[src/rtl/hazard_ctrl.sv]
// Hazard/sequencing controller for the 5-stage core: E-stage forwarding, load-use and branch
// handling, and multi-cycle M-stage memory waits with a timeout. HAZARD_PERF_EN adds perf counters.
module hazard_ctrl #(
  parameter int WAIT_LIMIT = 16,
  parameter int CNT_W      = 8
) (
  input  logic       clk,
  input  logic       reset,
  input  logic [4:0] Rs1D,
  input  logic [4:0] Rs2D,
  input  logic [4:0] Rs1E,
  input  logic [4:0] Rs2E,
  input  logic [4:0] RdE,
  input  logic [4:0] RdM,
  input  logic [4:0] RdW,
  input  logic [1:0] ResultSrcE,
  input  logic       RegWriteM,
  input  logic       RegWriteW,
  input  logic       PCSrcE,
  input  logic       MemReqM,
  input  logic       MemReadyM,
  output logic [1:0] ForwardAE,
  output logic [1:0] ForwardBE,
  output logic       StallF,
  output logic       StallD,
  output logic       StallE,
  output logic       StallM,
  output logic       FlushD,
  output logic       FlushE,
  output logic       FlushW,
  output logic       MemErr
`ifdef HAZARD_PERF_EN
  ,
  output logic [31:0] PerfLwStall,
  output logic [31:0] PerfMemStall,
  output logic [31:0] PerfFlush
`endif
);

  typedef enum logic {ST_IDLE, ST_MEM_WAIT} state_t;

  state_t           r_state;
  state_t           w_next_state;
  logic [CNT_W-1:0] r_cnt;
  logic [CNT_W-1:0] w_cnt_next;
  logic             r_mem_err;
  logic             w_err_set;
  logic             w_mem_stall;
  logic             w_lw_raw;
  logic             w_lw_eff;
  logic             w_branch_eff;

  function automatic logic [1:0] fwd_sel(
    input logic [4:0] rs,
    input logic [4:0] rd_m,
    input logic       wr_m,
    input logic [4:0] rd_w,
    input logic       wr_w
  );
    if (wr_m && (rd_m != 5'd0) && (rd_m == rs))
      return 2'b10;
    else if (wr_w && (rd_w != 5'd0) && (rd_w == rs))
      return 2'b01;
    else
      return 2'b00;
  endfunction

  always_ff @(posedge clk or posedge reset) begin
    if (reset) begin
      r_state   <= ST_IDLE;
      r_cnt     <= '0;
      r_mem_err <= 1'b0;
    end else begin
      r_state <= w_next_state;
      r_cnt   <= w_cnt_next;
      if (w_err_set)
        r_mem_err <= 1'b1;
    end
  end

  // Ready is checked before the timeout so a late ready still completes cleanly.
  always_comb begin
    w_next_state = r_state;
    w_cnt_next   = r_cnt;
    w_mem_stall  = 1'b0;
    w_err_set    = 1'b0;
    case (r_state)
      ST_IDLE: begin
        if (MemReqM && !MemReadyM) begin
          w_mem_stall  = 1'b1;
          w_next_state = ST_MEM_WAIT;
          w_cnt_next   = CNT_W'(1);
        end
      end
      ST_MEM_WAIT: begin
        if (MemReadyM) begin
          w_next_state = ST_IDLE;
          w_cnt_next   = '0;
        end else if (r_cnt == CNT_W'(WAIT_LIMIT)) begin
          w_err_set    = 1'b1;
          w_next_state = ST_IDLE;
          w_cnt_next   = '0;
        end else begin
          w_mem_stall = 1'b1;
          w_cnt_next  = r_cnt + CNT_W'(1);
        end
      end
      default: begin
        w_next_state = ST_IDLE;
        w_cnt_next   = '0;
      end
    endcase
  end

  assign w_lw_raw     = (ResultSrcE == 2'b01) && (RdE != 5'd0) && ((RdE == Rs1D) || (RdE == Rs2D));
  assign w_branch_eff = PCSrcE && !w_mem_stall;
  assign w_lw_eff     = w_lw_raw && !PCSrcE && !w_mem_stall;

  // Reset gates the outputs directly so stalls drop without waiting for a clock.
  always_comb begin
    ForwardAE = 2'b00;
    ForwardBE = 2'b00;
    StallF    = 1'b0;
    StallD    = 1'b0;
    StallE    = 1'b0;
    StallM    = 1'b0;
    FlushD    = 1'b0;
    FlushE    = 1'b0;
    FlushW    = 1'b0;
    if (!reset) begin
      ForwardAE = fwd_sel(Rs1E, RdM, RegWriteM, RdW, RegWriteW);
      ForwardBE = fwd_sel(Rs2E, RdM, RegWriteM, RdW, RegWriteW);
      if (w_mem_stall) begin
        StallF = 1'b1;
        StallD = 1'b1;
        StallE = 1'b1;
        StallM = 1'b1;
        FlushW = 1'b1;
      end else begin
        StallF = w_lw_eff;
        StallD = w_lw_eff;
        FlushD = w_branch_eff;
        FlushE = w_branch_eff || w_lw_eff;
      end
    end
  end

  assign MemErr = r_mem_err;

`ifdef HAZARD_PERF_EN
  logic [31:0] r_perf_lw;
  logic [31:0] r_perf_mem;
  logic [31:0] r_perf_flush;

  always_ff @(posedge clk or posedge reset) begin
    if (reset) begin
      r_perf_lw    <= '0;
      r_perf_mem   <= '0;
      r_perf_flush <= '0;
    end else begin
      if (w_lw_eff)
        r_perf_lw <= r_perf_lw + 32'd1;
      if (w_mem_stall)
        r_perf_mem <= r_perf_mem + 32'd1;
      if (w_branch_eff)
        r_perf_flush <= r_perf_flush + 32'd1;
    end
  end

  assign PerfLwStall  = r_perf_lw;
  assign PerfMemStall = r_perf_mem;
  assign PerfFlush    = r_perf_flush;
`endif

endmodule

[config.mk]
export PLATFORM = sky130hd
export DESIGN_NAME = hazard_ctrl
export DESIGN_NICKNAME = d
export VERILOG_FILES = /design/src/rtl/hazard_ctrl.sv
export SDC_FILE = /design/constraint.sdc
export NUM_CORES = 1
export LEC_CHECK = 0
export CORE_MARGIN = 2
export CORE_UTILIZATION = 29
export CTS_CLUSTER_SIZE = 14
export DETAILED_ROUTE_END_ITERATION = 10
export GPL_ROUTABILITY_DRIVEN = 0
export HOLD_SLACK_MARGIN = 0.06
export PLACE_DENSITY = 0.7
export SKIP_LAST_GASP = 1
export SLEW_MARGIN = 0
export SYNTH_ARGS = -nofsm -noshare
export SYNTH_HDL_FRONTEND = slang
export SYNTH_SLANG_ARGS = --single-unit
export TNS_END_PERCENT = 100
[constraint.sdc]
create_clock -name clk -period 2.9 [get_ports clk]
set_input_delay 0.87 -clock clk [delete_from_list [all_inputs] [get_ports clk]]
set_output_delay 0.87 -clock clk [all_outputs]
set_load 0.005 [all_outputs]
==> run summary, run 1 <==
clock sink count - 10
syn_area_per_cell - 8.59 um^2
DIE WIDTH - 63.9 um
final hold slack - 485 ps
maximum vdd drop - 121 uV
Tmin final - 3100 ps
DRT antenna net count - 0
Worst Path Arrival - 2230 ps
synthesis-stage register bit count - 10
Syn Inst Count - 121
critical path type - in -> out
vias in the first global route - 1463
status - complete, but fails checks
Leakage - 1.07 nW
reg2reg start - r_cnt[0]
R2R depth - 8
Remaining DRCs - 0
critical path, cell by cell - buf_6 -> buf_6 -> xor2_1 -> or4_4 -> nor4_4 -> buf_2
crit end category - output pin
1st-iter DRT viols - 46
vias - 1331
setup ws final - -205 ps
Startpoint Class - input pin
core footprint - 0.00339 mm^2
FMAX - 322 MHz
reg2reg end - r_cnt[6]
Via density - 4.89
die height - 63.9 um
CTS buffer count - 3
final setup fails - 3
port bufs - 55
Synth Warn # - 0
leading area contributor after synthesis - dfrtp_1
slew margin rel. - 66.6%
CTS clock-pin slew for the worst setup and hold paths - 60 ps
most frequent cells in the layout - buf_4, buf_2, xor2_1
most common flop cell mapped by yosys - dfrtp_1
worst-margin pin slew - 500 ps
Pwr Density - 246 mW/mm^2
max incr delay on CP - 550 ps
residual overflow from global routing - 0
DRT Wirelength - 3.92 mm
nets - 274
Synth area leaders - dfrtp_1, xor2_1, xnor2_1, or4_1, o21ai_0
Initial Util - 30.7%
1st-pass router iterations - 4
Synthesized Nets - 167
initial antenna violation count - 0
GRT Util Overall - 19.5%
share of post-route cells with drive strength above 1 - 51.3%
hold depth - 1
Ant. Diodes - 0
CTS tree - yes
Slowest-stage cell, CP - or4_4
die area - 0.00408 mm^2
cell area after placement - 0.00191 mm^2
first-pass GRT wire length - 6.36 mm
Hold WC Path Type - reg -> reg
total of max-cap violations - 0
unique cell type count in the Yosys netlist - 36
RSZ-0062 raised after global routing - true
Filler cells - 254
hold worst-path end - MemErr
Final Hold Viols - 0
Final Cycle Share - 107%
WP data required - 2030 ps
Post-Synthesis Cell Area - 0.00104 mm^2
register area share after synthesis - 24.1%
FF-to-FF setup slack - 1160 ps
number of synthesized flops with an enable pin - 0
post-route cell area - 0.00219 mm^2
WL/cell - 14.4 um
leading cell type in the layout, fill and taps excluded - buf_4
pre-CTS setup slack - -903 ps
ys async rst share - 100%
Root Buffer - clkbuf_4
# IOs - 56
Slew Viols, Final - 0
hold_sp - MemErr
Rows - 21
DP HPWL - 2.91 mm
cell mode on critical path - buf_6
worst-skew pair later-pin latency - 260 ps
Worst Path Buf+Inv - 3
placed insts - 256
H-tree levels - 1
CP delay by family, top - simple AND/OR/NAND/NOR gates
post-cts hold buffer count - 0
synth-to-layout area growth - 111%
Layout Skew - 0.298 ps
worst-path fanout max - 2
post-synth top area share - 24.1%
Max Buffers Root-to-Sink - 2
post-route insts no fill - 272
violated checks - setup timing
largest net degree at the start of global routing - 12
==> registers in the layout (all words and copies together) (netlist names) <==
name / cells
MemErr: 1
r_state: 1
r_cnt: 8
==> routing by layer <==
layer / GRT usage (%) / wire, um / vias to the layer above
met5: 0 / 0 / -
met4: 3.26 / 63 / 0
met3: 4.58 / 209 / 8
met2: 36.8 / 2030 / 46
met1: 22.3 / 1620 / 638
li1: - / - / 639
==> layout make-up <==
| cell class | instances | area (um^2) | area share (%) |
|---|---|---|---|
| Clock buffer | 3 | 22.5 | 1.03 |
| Multi-Input combinational cell | 103 | 968 | 44.1 |
| Sequential cell | 10 | 250 | 11.4 |
| Timing Repair Buffer | 106 | 881 | 40.1 |
| Inverter | 4 | 15.0 | 0.684 |
| Tap cell | 46 | 57.6 | 2.62 |
==> power breakdown <==
| part | internal [mW] | switching [mW] | leakage [nW] | total (mW) |
|---|---|---|---|---|
| clock network | 0.0479 | 0.0459 | 0.0138 | 0.0939 |
| registers | 0.148 | 0.00848 | 0.136 | 0.156 |
| logic | 0.161 | 0.128 | 0.921 | 0.290 |
| total | 0.357 | 0.183 | 1.07 | 0.540 |
==> cell families after synthesis <==
kind of cell,count (synthesis),share of synthesized area [%]
fa+ha+maj,2,2.41
xor+xnor,30,25.3
compound gates,23,14.9
flops,10,24.1
mux,2,1.93
simple gates,46,27.3
buf+inv,8,4.09
==> worst max path at each step <==
stage,slack (ps),endpoint,from,cells after the start
floorplan,70,ForwardAE[0],reset,4
global placement,-870,ForwardAE[0],RdM[1],6
detailed placement,-900,ForwardAE[0],RdM[1],6
CTS,-210,ForwardAE[0],RdW[3],6
global route,-240,ForwardBE[0],RdW[3],6
finish,-200,ForwardAE[0],RdW[1],6
==> repair_timing <==
action                                  in CTS  in global routing
setup buffers                               10                  3
endpoints found under the setup margin      11                  9
pin swaps                                   28                 26
resized for setup                          159                 31
==> through the flow <==
step	TNS, ps	utilization [%]	power (mW)
detailed placement	-7860	56.2	0.397
CTS	-413	61.4	0.517
finish	-428	64.7	0.540
global route	-508	64.7	0.575
floorplan	0	-	0.244
global placement	-7360	56.2	0.388
==> cell usage after synthesis, types with 2 or more instances <==
master / number
buf_4: 3
inv_1: 4
o21bai_1: 2
nor3_1: 4
or4_1: 6
xnor2_1: 10
nand3_1: 5
a21oi_1: 2
nor2b_1: 3
mux2i_1: 2
a211oi_1: 3
nor4_1: 2
nor4_2: 2
nor2_1: 7
o21ai_0: 7
dfrtp_1: 10
nand2_1: 7
and3_1: 3
xor2_1: 20
a22o_1: 2
ha_1: 2
(Power assumes the default switching activity.)
==> inputs of run 2 (changes only) <==
--- a/config.mk
+++ b/config.mk
@@ -7,6 +7,7 @@
 export LEC_CHECK = 0
 export CORE_MARGIN = 2
 export CORE_UTILIZATION = 29
+export CTS_BUF_LIST = sky130_fd_sc_hd__clkbuf_8
 export CTS_CLUSTER_SIZE = 14
 export DETAILED_ROUTE_END_ITERATION = 10
 export GPL_ROUTABILITY_DRIVEN = 0
==> run 2 against run 1 <==
  * The run still ends with setup timing left
  * Fmax is 1.5% lower
  * Final cell count shrank 0.37%
  * Cell area up 0.23%
  * Combinational power shrank 2%
  * Sequential share of layout area about the same
  * Via count down 2.8%
  * Clock-buffer cell count stayed put
  * Clock power rose by 49%
  * Wire length is 2.5% lower
  * Non-clock buffer count decreased by 1
==> run summary, run 2 (synthesis gave the netlist of run 1 again) <==
status - complete, but fails checks
violated checks - setup timing
hold worst-path end - MemErr
die height - 63.9 um (unchanged)
RSZ-0062 raised after global routing - true
Pwr Density - 264 mW/mm^2 (+7.2%)
setup TNS - -468 ps (-40.2 ps)
FMAX - 317 MHz (-1.5%)
cell area after placement - 0.00191 mm^2 (unchanged)
Remaining DRCs - 0 (unchanged)
Worst Path Arrival - 2280 ps (+50 ps)
met1 Use GR - 21.8% (-0.43 points)
most flop-heavy register - r_cnt
Hold WC Path Type - reg -> reg
Initial Util - 30.7% (unchanged)
worst-margin pin slew - 483 ps (-16.3 ps)
Startpoint Class - input pin
cell mode on critical path - buf_6
Worst Path Buf+Inv - 3 (unchanged)
final setup fails - 3 (unchanged)
crit end category - output pin
CTS buffer count - 3 (unchanged)
GR Layer Usage met2 - 37.0% (+0.13 points)
DIE WIDTH - 63.9 um (unchanged)
DRT Wirelength - 3.83 mm (-2.5%)
1st-pass router iterations - 4 (unchanged)
post-cts hold buffer count - 0 (unchanged)
CP delay by family, top - simple AND/OR/NAND/NOR gates
critical path, cell by cell - buf_6 -> or4_4 -> o21ai_4 -> buf_6 -> nor3_4 -> nor4_4 -> buf_2
initial antenna violation count - 0 (unchanged)
1st-iter DRT viols - 27 (-41%)
vias - 1294 (-2.8%)
clock sink count - 10 (unchanged)
max FFs per register - 8 (unchanged)
WL/cell - 14.1 um (-2.1%)
DP HPWL - 2.91 mm (unchanged)
# IOs - 56 (unchanged)
Leakage - 1.07 nW (-0.37%)
Ant. Diodes - 0 (unchanged)
nets - 273 (-0.36%)
Filler cells - 260 (+2.4%)
slew margin rel. - 67.7% (+1.1 points)
Root Buffer - clkbuf_8
synth-to-layout area growth - 112%
DRT antenna net count - 0 (unchanged)
worst-path fanout max - 2 (unchanged)
Sequential Area - 250 um^2 (unchanged)
Rows - 21 (unchanged)
Slowest-stage cell, CP - or4_4
area of the multi-input gates - 956 um^2 (-1.3%)
hold_sp - MemErr
setup ws final - -251 ps (-46.0 ps)
residual overflow from global routing - 0 (unchanged)
Max Buffers Root-to-Sink - 2 (unchanged)
first-pass GRT wire length - 6.32 mm (-0.64%)
met3 usage - 4.05% (-0.53 points)
reg2reg end - r_cnt[6]
most frequent cells in the layout - buf_4, buf_2, xor2_1
worst-skew pair later-pin latency - 230 ps (-30 ps)
critical path type - in -> out
Slew Viols, Final - 0 (unchanged)
largest net degree at the start of global routing - 12 (unchanged)
GRT busiest layer - met2
hold depth - 1 (unchanged)
Tmin final - 3150 ps (+46.0 ps)
CTS tree - yes
R2R depth - 8 (unchanged)
port bufs - 55 (unchanged)
die area - 0.00408 mm^2 (unchanged)
Via density - 4.77 (-2.4%)
Layout Skew - 3.88 ps (+3.58 ps)
Core Util, Final - 64.9% (+0.15 points)
H-tree levels - 1 (unchanged)
Final Hold Viols - 0 (unchanged)
placed insts - 256 (unchanged)
max incr delay on CP - 540 ps (about the same)
WP data required - 2030 ps (about the same)
post-route cell area - 0.00220 mm^2 (+0.23%)
total power after layout - 0.580 mW (+7.4%)
share of post-route cells with drive strength above 1 - 49.8% (-1.5 points)
GRT Util Overall - 19.3% (-0.22 points)
total of max-cap violations - 0 (unchanged)
maximum vdd drop - 161 uV (+33%)
FF-to-FF setup slack - 1190 ps (+30 ps)
CTS clock-pin slew for the worst setup and hold paths - 50 ps (about the same)
vias in the first global route - 1457 (-0.41%)
post-route insts no fill - 271 (-0.37%)
Final Cycle Share - 109% (+1.6 points)
leading cell type in the layout, fill and taps excluded - buf_4
reg2reg start - r_cnt[0]
core footprint - 0.00339 mm^2 (unchanged)
[run 2: changes by cell type in the layout (fill, tap and decap cells not counted), sizes merged]
cell / previous run / this run
buf: 74 / 73
clkdlybuf4s15: 5 / 7
clkbuf: 6 / 4
dlymetal6s2s: 8 / 7
clkdlybuf4s50: 4 / 5
[run 2: how the worst max path moves through the flow]
| stage | start | endpoint | slack (ps) | depth (start not counted) |
|---|---|---|---|---|
| 3_3_place_gp | RdM[1] | ForwardAE[0] | -870 | 6 |
| 4_1_cts | RdW[3] | ForwardAE[0] | -210 | 6 |
| 3_5_place_dp | RdM[1] | ForwardAE[0] | -900 | 6 |
| 6_report | RdM[2] | ForwardAE[0] | -250 | 7 |
| 5_1_grt | RdM[2] | ForwardAE[0] | -280 | 7 |
| 2_1_floorplan | reset | ForwardAE[0] | 70 | 4 |
[run 2: final cells by class]
type | count | share of cell area [%]
multi-input combinational | 103 | 43.5
timing repair buffer | 105 | 40.0
sequential | 10 | 11.4
tap | 46 | 2.62
clock buffer | 3 | 1.88
inverter | 4 | 0.683
[run 2: timing repair]
| item | CTS | global route |
|---|---|---|
| gates resized for setup | 159 | 21 |
| setup buffers | 10 | 2 |
| pin swaps | 28 | 23 |
| setup endpoints to repair | 11 | 9 |
[run 2: through the flow]
| stage | hold slack [ps] | worst slack, ps |
|---|---|---|
| after floorplan | 460 | 72.3 |
| after global placement | 470 | -867 |
| after detailed placement | 473 | -903 |
| after CTS | 484 | -205 |
| after global routing | 525 | -277 |
| final | 482 | -251 |
[run 2: power breakdown]
group	internal [mW]	total [mW]	switching (mW)
Clock	0.0905	0.140	0.0497
Sequential	0.149	0.157	0.00855
Combinational	0.158	0.283	0.125
Total	0.397	0.580	0.183
[run 2: layer usage]
metal,share of wire (%),vias to the layer above
met3,5.3,6
li1,-,640
met1,43,606
met4,1.1,0
met2,50,42
met5,0,-
